### config.mk
export PLATFORM = sky130hd
export DESIGN_NAME = chao_ranging_ctrl
export DESIGN_NICKNAME = d
export VERILOG_FILES = /design/src/rtl/chao_ranging_ctrl.sv
export SDC_FILE = /design/constraint.sdc
export NUM_CORES = 1
export LEC_CHECK = 0
export ABC_CLOCK_PERIOD_IN_PS = 4800
export CORE_MARGIN = 8
export CORE_UTILIZATION = 34
export CTS_CLUSTER_DIAMETER = 50
export DETAILED_ROUTE_END_ITERATION = 16
export SYNTH_ARGS = -nofsm -noshare
export SYNTH_HDL_FRONTEND = slang
export SYNTH_SLANG_ARGS = --single-unit
### constraint.sdc
create_clock -name clk -period 4.8 [get_ports clk]
set_input_delay 0.96 -clock clk [delete_from_list [all_inputs] [get_ports clk]]
set_output_delay 0.96 -clock clk [all_outputs]
set_load 0.01 [all_outputs]
### src/rtl/chao_ranging_ctrl.sv
// Ultrasonic ranging sequencer: trigger pulse, echo timing, divider-free cm conversion.
// Optional CHAO_AVG_EN: dist_cm becomes the mean of the last four valid results.
module chao_ranging_ctrl #(
    parameter int TRIG_CYCLES    = 500,
    parameter int US_DIV         = 50,
    parameter int CM_US          = 58,
    parameter int TIMEOUT_CYCLES = 1_500_000,
    parameter int PERIOD_CYCLES  = 3_000_000,
    parameter int DIST_W         = 16
) (
    input  logic              clk,
    input  logic              rst_n,
    input  logic              en,
    input  logic              echo,
    output logic              trig,
    output logic              busy,
    output logic [DIST_W-1:0] dist_cm,
    output logic              valid,
    output logic              timeout
);

    localparam int PER_W = $clog2(PERIOD_CYCLES + 1);
    localparam int TO_W  = $clog2(TIMEOUT_CYCLES + 1);
    localparam int US_W  = $clog2(US_DIV + 1);
    localparam int SUB_W = $clog2(CM_US + 1);

    localparam logic [PER_W-1:0]  TRIG_END = PER_W'(TRIG_CYCLES - 1);
    localparam logic [PER_W-1:0]  PER_END  = PER_W'(PERIOD_CYCLES - 1);
    localparam logic [PER_W-1:0]  PER_MAX  = '1;
    localparam logic [TO_W-1:0]   TO_END   = TO_W'(TIMEOUT_CYCLES - 1);
    localparam logic [TO_W-1:0]   TO_MAX   = '1;
    localparam logic [US_W-1:0]   US_END   = US_W'(US_DIV - 1);
    localparam logic [SUB_W-1:0]  SUB_END  = SUB_W'(CM_US - 1);
    localparam logic [DIST_W-1:0] DIST_MAX = '1;

    typedef enum logic [2:0] {
        S_IDLE      = 3'd0,
        S_TRIG      = 3'd1,
        S_WAIT_ECHO = 3'd2,
        S_MEASURE   = 3'd3,
        S_HOLDOFF   = 3'd4
    } state_t;

    state_t state_reg, state_next;

    logic              echo_meta_reg, echo_sync_reg, echo_prev_reg;
    logic              echo_rise, echo_fall;
    logic [PER_W-1:0]  period_cnt_reg;
    logic [TO_W-1:0]   to_cnt_reg;
    logic [US_W-1:0]   us_cnt_reg;
    logic [SUB_W-1:0]  sub_cnt_reg;
    logic [DIST_W-1:0] cm_cnt_reg, cm_cnt_next;
    logic              us_tick, cm_tick;
    logic              trig_done, period_done, to_hit;
    logic              meas_done, meas_abort;
    logic              enter_trig, enter_wait, enter_meas;
    logic [DIST_W-1:0] dist_cm_reg;
    logic              valid_reg, timeout_reg;

    // Echo pin is asynchronous to clk: two flops for metastability, a third for edge detection.
    always_ff @(posedge clk or negedge rst_n) begin
        if (!rst_n) begin
            echo_meta_reg <= 1'b0;
            echo_sync_reg <= 1'b0;
            echo_prev_reg <= 1'b0;
        end else begin
            echo_meta_reg <= echo;
            echo_sync_reg <= echo_meta_reg;
            echo_prev_reg <= echo_sync_reg;
        end
    end

    assign echo_rise = echo_sync_reg & ~echo_prev_reg;
    assign echo_fall = ~echo_sync_reg & echo_prev_reg;

    assign trig_done   = (period_cnt_reg >= TRIG_END);
    assign period_done = (period_cnt_reg >= PER_END);
    assign to_hit      = (to_cnt_reg >= TO_END);

    always_ff @(posedge clk or negedge rst_n) begin
        if (!rst_n) begin
            state_reg <= S_IDLE;
        end else begin
            state_reg <= state_next;
        end
    end

    always_comb begin
        state_next = state_reg;
        case (state_reg)
            S_IDLE: begin
                if (en) state_next = S_TRIG;
            end
            S_TRIG: begin
                if (trig_done) state_next = S_WAIT_ECHO;
            end
            S_WAIT_ECHO: begin
                if (echo_rise)   state_next = S_MEASURE;
                else if (to_hit) state_next = S_HOLDOFF;
            end
            S_MEASURE: begin
                if (echo_fall || to_hit) state_next = S_HOLDOFF;
            end
            S_HOLDOFF: begin
                if (period_done) state_next = en ? S_TRIG : S_IDLE;
            end
            default: state_next = S_IDLE;
        endcase
    end

    always_comb begin
        trig = (state_reg == S_TRIG);
        busy = (state_reg != S_IDLE);
    end

    assign enter_trig = (state_next == S_TRIG) && (state_reg != S_TRIG);
    assign enter_wait = (state_reg == S_TRIG) && (state_next == S_WAIT_ECHO);
    assign enter_meas = (state_reg == S_WAIT_ECHO) && (state_next == S_MEASURE);
    assign meas_done  = (state_reg == S_MEASURE) && echo_fall;
    assign meas_abort = ((state_reg == S_WAIT_ECHO) || (state_reg == S_MEASURE))
                        && (state_next == S_HOLDOFF) && !meas_done;

    // The cycle that sees the falling edge still counts, so the result folds in its own tick.
    assign us_tick     = (us_cnt_reg == US_END);
    assign cm_tick     = us_tick && (sub_cnt_reg == SUB_END);
    assign cm_cnt_next = (cm_tick && (cm_cnt_reg != DIST_MAX)) ? cm_cnt_reg + 1'b1 : cm_cnt_reg;

    always_ff @(posedge clk or negedge rst_n) begin
        if (!rst_n) begin
            period_cnt_reg <= '0;
            to_cnt_reg     <= '0;
            us_cnt_reg     <= '0;
            sub_cnt_reg    <= '0;
            cm_cnt_reg     <= '0;
        end else begin
            if (enter_trig) begin
                period_cnt_reg <= '0;
            end else if ((state_reg != S_IDLE) && (period_cnt_reg != PER_MAX)) begin
                period_cnt_reg <= period_cnt_reg + 1'b1;
            end

            if (enter_wait) begin
                to_cnt_reg <= '0;
            end else if (((state_reg == S_WAIT_ECHO) || (state_reg == S_MEASURE))
                         && (to_cnt_reg != TO_MAX)) begin
                to_cnt_reg <= to_cnt_reg + 1'b1;
            end

            if (enter_meas) begin
                us_cnt_reg  <= '0;
                sub_cnt_reg <= '0;
                cm_cnt_reg  <= '0;
            end else if (state_reg == S_MEASURE) begin
                us_cnt_reg <= us_tick ? '0 : us_cnt_reg + 1'b1;
                if (us_tick) begin
                    sub_cnt_reg <= (sub_cnt_reg == SUB_END) ? '0 : sub_cnt_reg + 1'b1;
                end
                cm_cnt_reg <= cm_cnt_next;
            end
        end
    end

    always_ff @(posedge clk or negedge rst_n) begin
        if (!rst_n) begin
            timeout_reg <= 1'b0;
        end else begin
            timeout_reg <= meas_abort;
        end
    end

`ifdef CHAO_AVG_EN
    logic [DIST_W-1:0] win_reg [4];
    logic              primed_reg;
    logic              avg_pend_reg;
    logic [DIST_W+1:0] win_sum;

    always_comb begin
        win_sum = '0;
        for (int i = 0; i < 4; i++) begin
            win_sum = win_sum + {2'b00, win_reg[i]};
        end
    end

    // First result after reset seeds the whole window so the mean starts at that sample.
    always_ff @(posedge clk or negedge rst_n) begin
        if (!rst_n) begin
            for (int i = 0; i < 4; i++) begin
                win_reg[i] <= '0;
            end
            primed_reg   <= 1'b0;
            avg_pend_reg <= 1'b0;
            dist_cm_reg  <= '0;
            valid_reg    <= 1'b0;
        end else begin
            avg_pend_reg <= meas_done;
            valid_reg    <= avg_pend_reg;
            if (meas_done) begin
                primed_reg <= 1'b1;
                win_reg[0] <= cm_cnt_next;
                for (int i = 1; i < 4; i++) begin
                    win_reg[i] <= primed_reg ? win_reg[i-1] : cm_cnt_next;
                end
            end
            if (avg_pend_reg) begin
                dist_cm_reg <= win_sum[DIST_W+1:2];
            end
        end
    end
`else
    always_ff @(posedge clk or negedge rst_n) begin
        if (!rst_n) begin
            dist_cm_reg <= '0;
            valid_reg   <= 1'b0;
        end else begin
            valid_reg <= meas_done;
            if (meas_done) begin
                dist_cm_reg <= cm_cnt_next;
            end
        end
    end
`endif

    assign dist_cm = dist_cm_reg;
    assign valid   = valid_reg;
    assign timeout = timeout_reg;

endmodule

# Word level (Yosys, flattened, before mapping)
# Cells that the tools add are included.
# Widths: inputs -> output; s select.
# totals
input_bits,4
output_inout_bits,20
reg_bits,95
elab_cells,80
# classes
reduce_logical,20
mux,22
addsub,5
bitwise,4
n_eq_ne,14
n_lt_le_gt_ge,3
# ops
operator,count
$mux 16,3
$mux 22,2
$mux 21,2
$mux 6,7
$add 22x1->22 const B,1
$ge 22x22->1 const B,1
$ge 22x9->1 const B,1
$ne 22x22->1 const B,1
$add 21x1->21 const B,1
$ge 21x21->1 const B,1
$ne 21x21->1 const B,1
$mux 3,6
$add 16x1->16 const B,1
$ne 16x16->1 const B,1
$pmux 3 s5,1
$add 6x1->6 const B,2
$eq 3x2->1 const B,4
$eq 6x6->1 const B,2
$logic_and 1x1->1,10
$reduce_bool 2->1,4
$eq 3x1->1 const B,2
$eq 3x3->1 const B,2
$logic_not 3->1,1
$ne 3x1->1 const B,1
other kinds (7),10

# Depth between registers and ports, before layout
# Gate-level depths: netlist of run 1.
# logic_depth
ltp_word,9
mapped_depth,9
ltp_nobuf,8

# Least setup slack after synthesis of run 1
# OpenSTA, ideal clock, no wires.
# synth_timing
path_type,reg-to-reg
startpoint,register cm_cnt_reg[0]
endpoint,register dist_cm_reg[3] (netlist: dist_cm[3])
path_buffers,2
period_less_slack_ps,1968
t_required_ps,4663
setup_slack_ps,2832
t_arrival_ps,1831
stages_incl_launch_ff,10
setup_ps,137
cell_sequence,dfrtp_1 -> ha_1 -> and3_1 -> buf_2 -> nand4_2 -> o21ai_2 -> buf_4 -> nor2_1 -> xnor2_1 -> a21oi_1
# synth_between
elab_chain_len,3
word_cells_on_any_way,4
cone_classes,add/sub (1); eq/ne (1); mux (1); reduce/logical (1)
# synth_lines
element,line,source
"start, declared",52,"logic [DIST_W-1:0] cm_cnt_reg, cm_cnt_next;"
"start signal, assigned",158,cm_cnt_reg <= cm_cnt_next;
"parallel branches: the longest is 2 deep, another holds $add 16x1->16",--,
$mux 16 *,126,assign cm_cnt_next = (cm_tick && (cm_cnt_reg != DIST_MAX)) ? cm_cnt_reg + 1'b1 : cm_cnt_reg;
"end signal, assigned",217,dist_cm_reg <= cm_cnt_next;
"end, declared",57,logic [DIST_W-1:0] dist_cm_reg;
# Every way passes the cells marked *.
# A chain may end at the register's enable or synchronous reset.

# Worst setup path after layout of run 1
# layout_timing
startpoint,register state_reg[2]
endpoint,output port busy
# layout_between
elab_chain_len,1
# layout_lines
element,line,source
"start, declared",44,"state_t state_reg, state_next;"
"start signal, assigned",84,state_reg <= state_next;
$reduce_bool 3->1,113,busy = (state_reg != S_IDLE);
"end, declared",16,"output logic busy,"
# No other way between the ends.

==> impl_metrics.py, run 1 <==
metrics = {
    "cells_and_area": {
        "multi_input_area_sq_um": 2560,
        "nNetsFinal": 564,
        "final_cells": 742,
        "largest_reg_flops": 22,
        "regArea_sq_um": 2380,
        "n_fill_cell": 1466,
        "finalCoreUtilization_pct": 39.7,
        "diodes": 0,
        "syn_to_final_growth_pct": 13.8,
        "drive_above_1_share_pct": 4.84,
    },
    "critical_path": {
        "end_kind": "primary output",
        "r2r_cells": 6,
        "cp.depth": 3,
        "crit_buf_inv": 2,
        "crit_arrival_ns": 2.12,
        "cpLargestDelayFamily": "buffers and inverters",
        "cp_slowest_stage_delay_ns": 0.55,
        "path_cells": "nor3_1 > inv_1 > clkdlybuf4s50_1",
        "crit_type": "reg -> out",
        "crit_required_ns": 3.84,
        "crit_fanout": 7,
        "cp_slowest_cell": "clkdlybuf4s50_1",
        "start_kind": "register",
    },
    "clock_tree": {
        "cts_resized": 0,
        "post_cts_buffers": 0,
        "clock-sinks": 95,
        "cts_hold_buf": 0,
        "cts-buffers-inserted": 9,
        "cts.root.buffer_cell": "clkbuf_16",
        "clk_pin_slew_ns": 0.06,
        "cts_buffer_depth": 2,
        "cts_tree": "built",
        "insertion_delay_ns": 0.35,
        "htree_levels": 3,
    },
    "synthesis": {
        "synth.most_common_cell": "dfrtp_1",
        "synth-seq-cells": 95,
        "avgSynthCellArea_sq_um": 9.43,
        "synth_top_cell_area_share_pct": 46.9,
        "ys_seq_area_share_pct": 46.9,
        "syn_area_sq_um": 5070,
        "synth.largest_area_cell": "dfrtp_1",
        "synth_area_leaders": "dfrtp_1 (47%), xnor2_1 (7.6%), nor2_1 (5.5%)",
        "syn_nets": 548,
        "synth_ff_type": "dfrtp_1",
        "netlist_top_cells_count": "dfrtp_1 (95), nor2_1 (74), a21oi_1 (48)",
        "synth_warnings": 0,
        "syn_inst": 537,
        "netlist-cell-type-count": 51,
        "synth_edf_count": 0,
        "synthArstFlopShare_pct": 100,
    },
    "sta": {
        "fin_skew_ns": 0.00944,
        "setup_tns_ns": 0,
        "grt_setup_unrepaired": "false",
        "setup_violations": 0,
        "hold_slack_ns": 0.380,
        "clock.fmax_mhz": 325,
        "slew_viol_final": 0,
        "min_period_ns": 3.08,
        "post-route-period-util_pct": 64.2,
        "maxSlewHeadroom_pct": 19.1,
        "tightest_slew_ns": 1.20,
        "finalHoldViolCount": 0,
    },
    "pwr": {
        "p_per_area_nw_per_um2": 443,
        "leakage_nw": 2.34,
        "max-vdd-ir-drop_v": 0.000196,
    },
    "placement": {
        "finalWeightedCongestion": 0.815,
        "dp.cells": 726,
        "dpl.hpwl_microns": 7080,
        "portBuffers": 23,
    },
    "routing": {
        "first_pass_iters": 4,
        "vias_per_cell": 5.22,
        "drt-total-wl_microns": 10100,
        "drt-initial-drc-count": 335,
        "vias": 3876,
        "remaining_drc_errors": 0,
        "wl_per_cell_microns": 13.7,
        "postRouteAntennaNets": 0,
    },
    "floorplanning": {
        "die_area_sq_um": 19100,
        "core_area_sq_um": 14500,
        "rows": 44,
        "die_y_microns": 138,
        "die_w_microns": 138,
        "start_util_pct": 34.9,
        "ios": 24,
    },
    "worst_hold_path": {
        "hp-class": "reg -> reg",
        "min_path_cells": 0,
    },
    "grt": {
        "grt_usage_pct": 10.9,
        "grt_max_degree": 73,
        "grt_pass1_vias": 3814,
        "grt_pass1_wl_microns": 18000,
        "antenna_found_initial": 0,
        "grt_overflow": 0,
    },
    "flow_run": {
        "cap_violations": 0,
    },
    "outcome": {
        "status": "complete, no violations",
    },
}
==> stage by stage <==
step                      power, mW  setup WS (ns)  instance area (sq um)
final                          2.56           1.72                   5770
after global routing           2.73           1.63                   5770
after CTS                      2.59           1.72                   5770
after detailed placement       1.84           2.09                   5460
after global placement         1.81           2.12                   5460
after floorplan                1.52           2.83                   5070
==> worst paths after layout <==
path,startpoint,endpoint,slack (ns)
max,state_reg[2],busy,1.72
min,echo_meta_reg,echo_sync_reg,0.38
max reg2reg,state_reg[2],us_cnt_reg[3],2.08
min reg2reg,echo_meta_reg,echo_sync_reg,0.38
max in group asynchronous,rst_n,to_cnt_reg[12],3.20
min in group asynchronous,rst_n,sub_cnt_reg[2],0.74
==> final cells by class <==
class                   instances  area share [%]
clock buffers                  13            4.17
clock inverters                 3            1.17
inverters                      10           0.651
multi-input cells             411            44.5
flip-flops and latches         95            41.2
well taps                     184            3.99
repair buffers                 26            4.34
==> where the power goes <==
group | total (mW) | leakage, nW | internal, mW | switching [mW]
logic | 0.736 | 0.924 | 0.316 | 0.420
clock network | 0.748 | 0.144 | 0.457 | 0.291
registers | 1.07 | 1.27 | 0.944 | 0.128
==> layer usage <==
metal / share of wire (%) / track usage [%]
met3: 2.8 / 1.99
met4: 2.2 / 5.26
met2: 46 / 17.2
met5: 0 / 0
met1: 49 / 14.1
==> placed cells by master (no fill, tap or decap), drive strengths merged, types with 10 or more instances in the layout <==
| master | n |
|---|---|
| o21ai | 24 |
| clkdlybuf4s50 | 22 |
| dfrtp | 95 |
| clkbuf | 13 |
| a21oi | 48 |
| and3 | 11 |
| xnor2 | 44 |
| nor2 | 74 |
| nand4 | 19 |
| xor2 | 23 |
| inv | 10 |
| nand2 | 32 |
| nand3 | 22 |
| nor4 | 17 |
| nor3 | 23 |
==> kinds of logic after synthesis <==
logic type / share of synthesized area, %
and+or+nand+nor: 26.4
DFF: 46.9
AOI/OAI and AO/OA: 10.2
xor gates and xnor gates: 11.6
buffers and inverters: 2.64
adders and majority gates: 1.73
muxes: 0.593
Power figures use the tool's default switching activity.
==> inputs of run 2 (changes only) <==
ABC_CLOCK_PERIOD_IN_PS = 3040   (was 4800)
clock period = 3.04 ns   (was 4.8 ns; I/O delays follow)
==> impl_metrics.py, run 2 (synthesis gave the netlist of run 1 again) <==
metrics = {
    "outcome": {
        "status": "complete, no violations",
    },
    "floorplanning": {
        "rows": 44,
        "die_area_sq_um": 19100,
        "ios": 24,
        "start_util_pct": 34.9,
        "die_w_microns": 138,
        "core_area_sq_um": 14500,
        "die_y_microns": 138,
    },
    "sta": {
        "slew_viol_final": 0,
        "clock.fmax_mhz": 370,
        "min_period_ns": 2.70,
        "hold_slack_ns": 0.229,
        "setup_tns_ns": 0,
        "maxSlewHeadroom_pct": 47.1,
        "setup_violations": 0,
        "fin_skew_ns": 0.0145,
        "grt_setup_unrepaired": "false",
        "tightest_slew_ns": 0.791,
        "finalHoldViolCount": 0,
        "post-route-period-util_pct": 88.9,
    },
    "cells_and_area": {
        "nNetsFinal": 569,
        "syn_to_final_growth_pct": 14.6,
        "drive_above_1_share_pct": 6.22,
        "multi_input_area_sq_um": 2560,
        "regArea_sq_um": 2380,
        "diodes": 0,
        "n_fill_cell": 1453,
        "largest_reg_flops": 22,
        "final_common_cell": "dfrtp_1",
        "layout_common_cells": "dfrtp_1 (95), nor2_1 (74), a21oi_1 (48)",
    },
    "worst_hold_path": {
        "hp-class": "in -> async",
    },
    "clock_tree": {
        "insertion_delay_ns": 0.35,
        "clock-sinks": 95,
        "cts_hold_buf": 0,
        "htree_levels": 3,
        "post_cts_buffers": 0,
        "cts.root.buffer_cell": "clkbuf_16",
        "cts_resized": 0,
        "cts_tree": "built",
        "clk_pin_slew_ns": 0.07,
        "cts-buffers-inserted": 9,
        "cts_buffer_depth": 2,
    },
    "pwr": {
        "p_total_mw": 4.03,
        "p_per_area_nw_per_um2": 694,
        "max-vdd-ir-drop_v": 0.000374,
        "leakage_nw": 2.37,
    },
    "flow_run": {
        "cap_violations": 0,
    },
    "routing": {
        "drt-initial-drc-count": 172,
        "vias": 3843,
        "drt-total-wl_microns": 10400,
        "first_pass_iters": 4,
        "postRouteAntennaNets": 0,
        "vias_per_cell": 5.14,
        "remaining_drc_errors": 0,
        "wl_per_cell_microns": 13.9,
    },
    "critical_path": {
        "r2r_cells": 8,
        "crit_start": "state_reg[0]",
        "crit_arrival_ns": 2.09,
        "crit_required_ns": 2.43,
        "r2r_slack_ns": 0.64,
        "timing.rr.start": "period_cnt_reg[0]",
        "start_kind": "register",
        "crit_type": "reg -> out",
        "crit_fanout": 8,
        "timing.rr.end": "period_cnt_reg[18]",
        "end_kind": "primary output",
    },
    "placement": {
        "dpl.hpwl_microns": 7250,
        "finalWeightedCongestion": 0.817,
        "portBuffers": 23,
    },
    "grt": {
        "grt_usage_pct": 11.4,
        "grt_overflow": 0,
        "antenna_found_initial": 0,
        "grt_max_degree": 43,
        "grt_pass1_wl_microns": 18600,
        "grt_pass1_vias": 3825,
    },
}
==> run 2: cell count changes in the layout (fill, tap and decap cells not counted), sizes merged <==
cell	before	now
buf	4	9
bufinv	2	1
inv	10	11
clkinv	0	2
clkbuf	13	11
==> run 2: cell type report <==
cell class	count	share of cell area (%)
timing repair buffer	31	5.17
multi-input combinational	411	44.1
clock buffer	11	4.18
clock inverter	5	0.969
tap	184	3.96
sequential	95	40.9
inverter	10	0.646
==> run 2: power by group <==
| part | internal, mW | switching, mW | total, mW |
|---|---|---|---|
| clock network | 0.660 | 0.484 | 1.14 |
| registers | 1.49 | 0.198 | 1.69 |
| logic | 0.516 | 0.680 | 1.20 |
| total | 2.67 | 1.36 | 4.03 |
==> run 2: stage by stage <==
stage / instance area, sq um / utilization (%) / std cells / worst slack (ns)
3_5_place_dp: 5510 / 37.9 / 731 / 0.624
6_report: 5810 / 40.0 / 747 / 0.339
2_1_floorplan: 5070 / - / 537 / 1.07
5_1_grt: 5810 / 40.0 / 747 / 0.207
4_1_cts: 5810 / 40.0 / 747 / 0.301
3_3_place_gp: 5510 / 37.9 / 731 / 0.722
==> run 2: worst max path at each step <==
| stage | endpoint |
|---|---|
| final | busy |
| after CTS | busy |
| after detailed placement | dist_cm[2] |
| after global routing | busy |
| after floorplan | dist_cm[3] |
| after global placement | period_cnt_reg[20] |
==> run 2: worst max-delay path, stage by stage (launching register included) <==
cell             delay (ns)
dfrtp_1                0.47
nor3_1                 0.47
inv_1                  0.26
clkdlybuf4s50_1        0.54
==> run 2: metal layers <==
metal / vias up / track usage (%) / part of all wire (%) / routed length, microns
li1: 1942 / - / - / -
met2: 39 / 18.0 / 46 / 4760
met1: 1849 / 14.5 / 49 / 5110
met3: 13 / 2.84 / 2.8 / 290
met4: 0 / 4.69 / 1.8 / 189
met5: - / 0 / 0 / 0
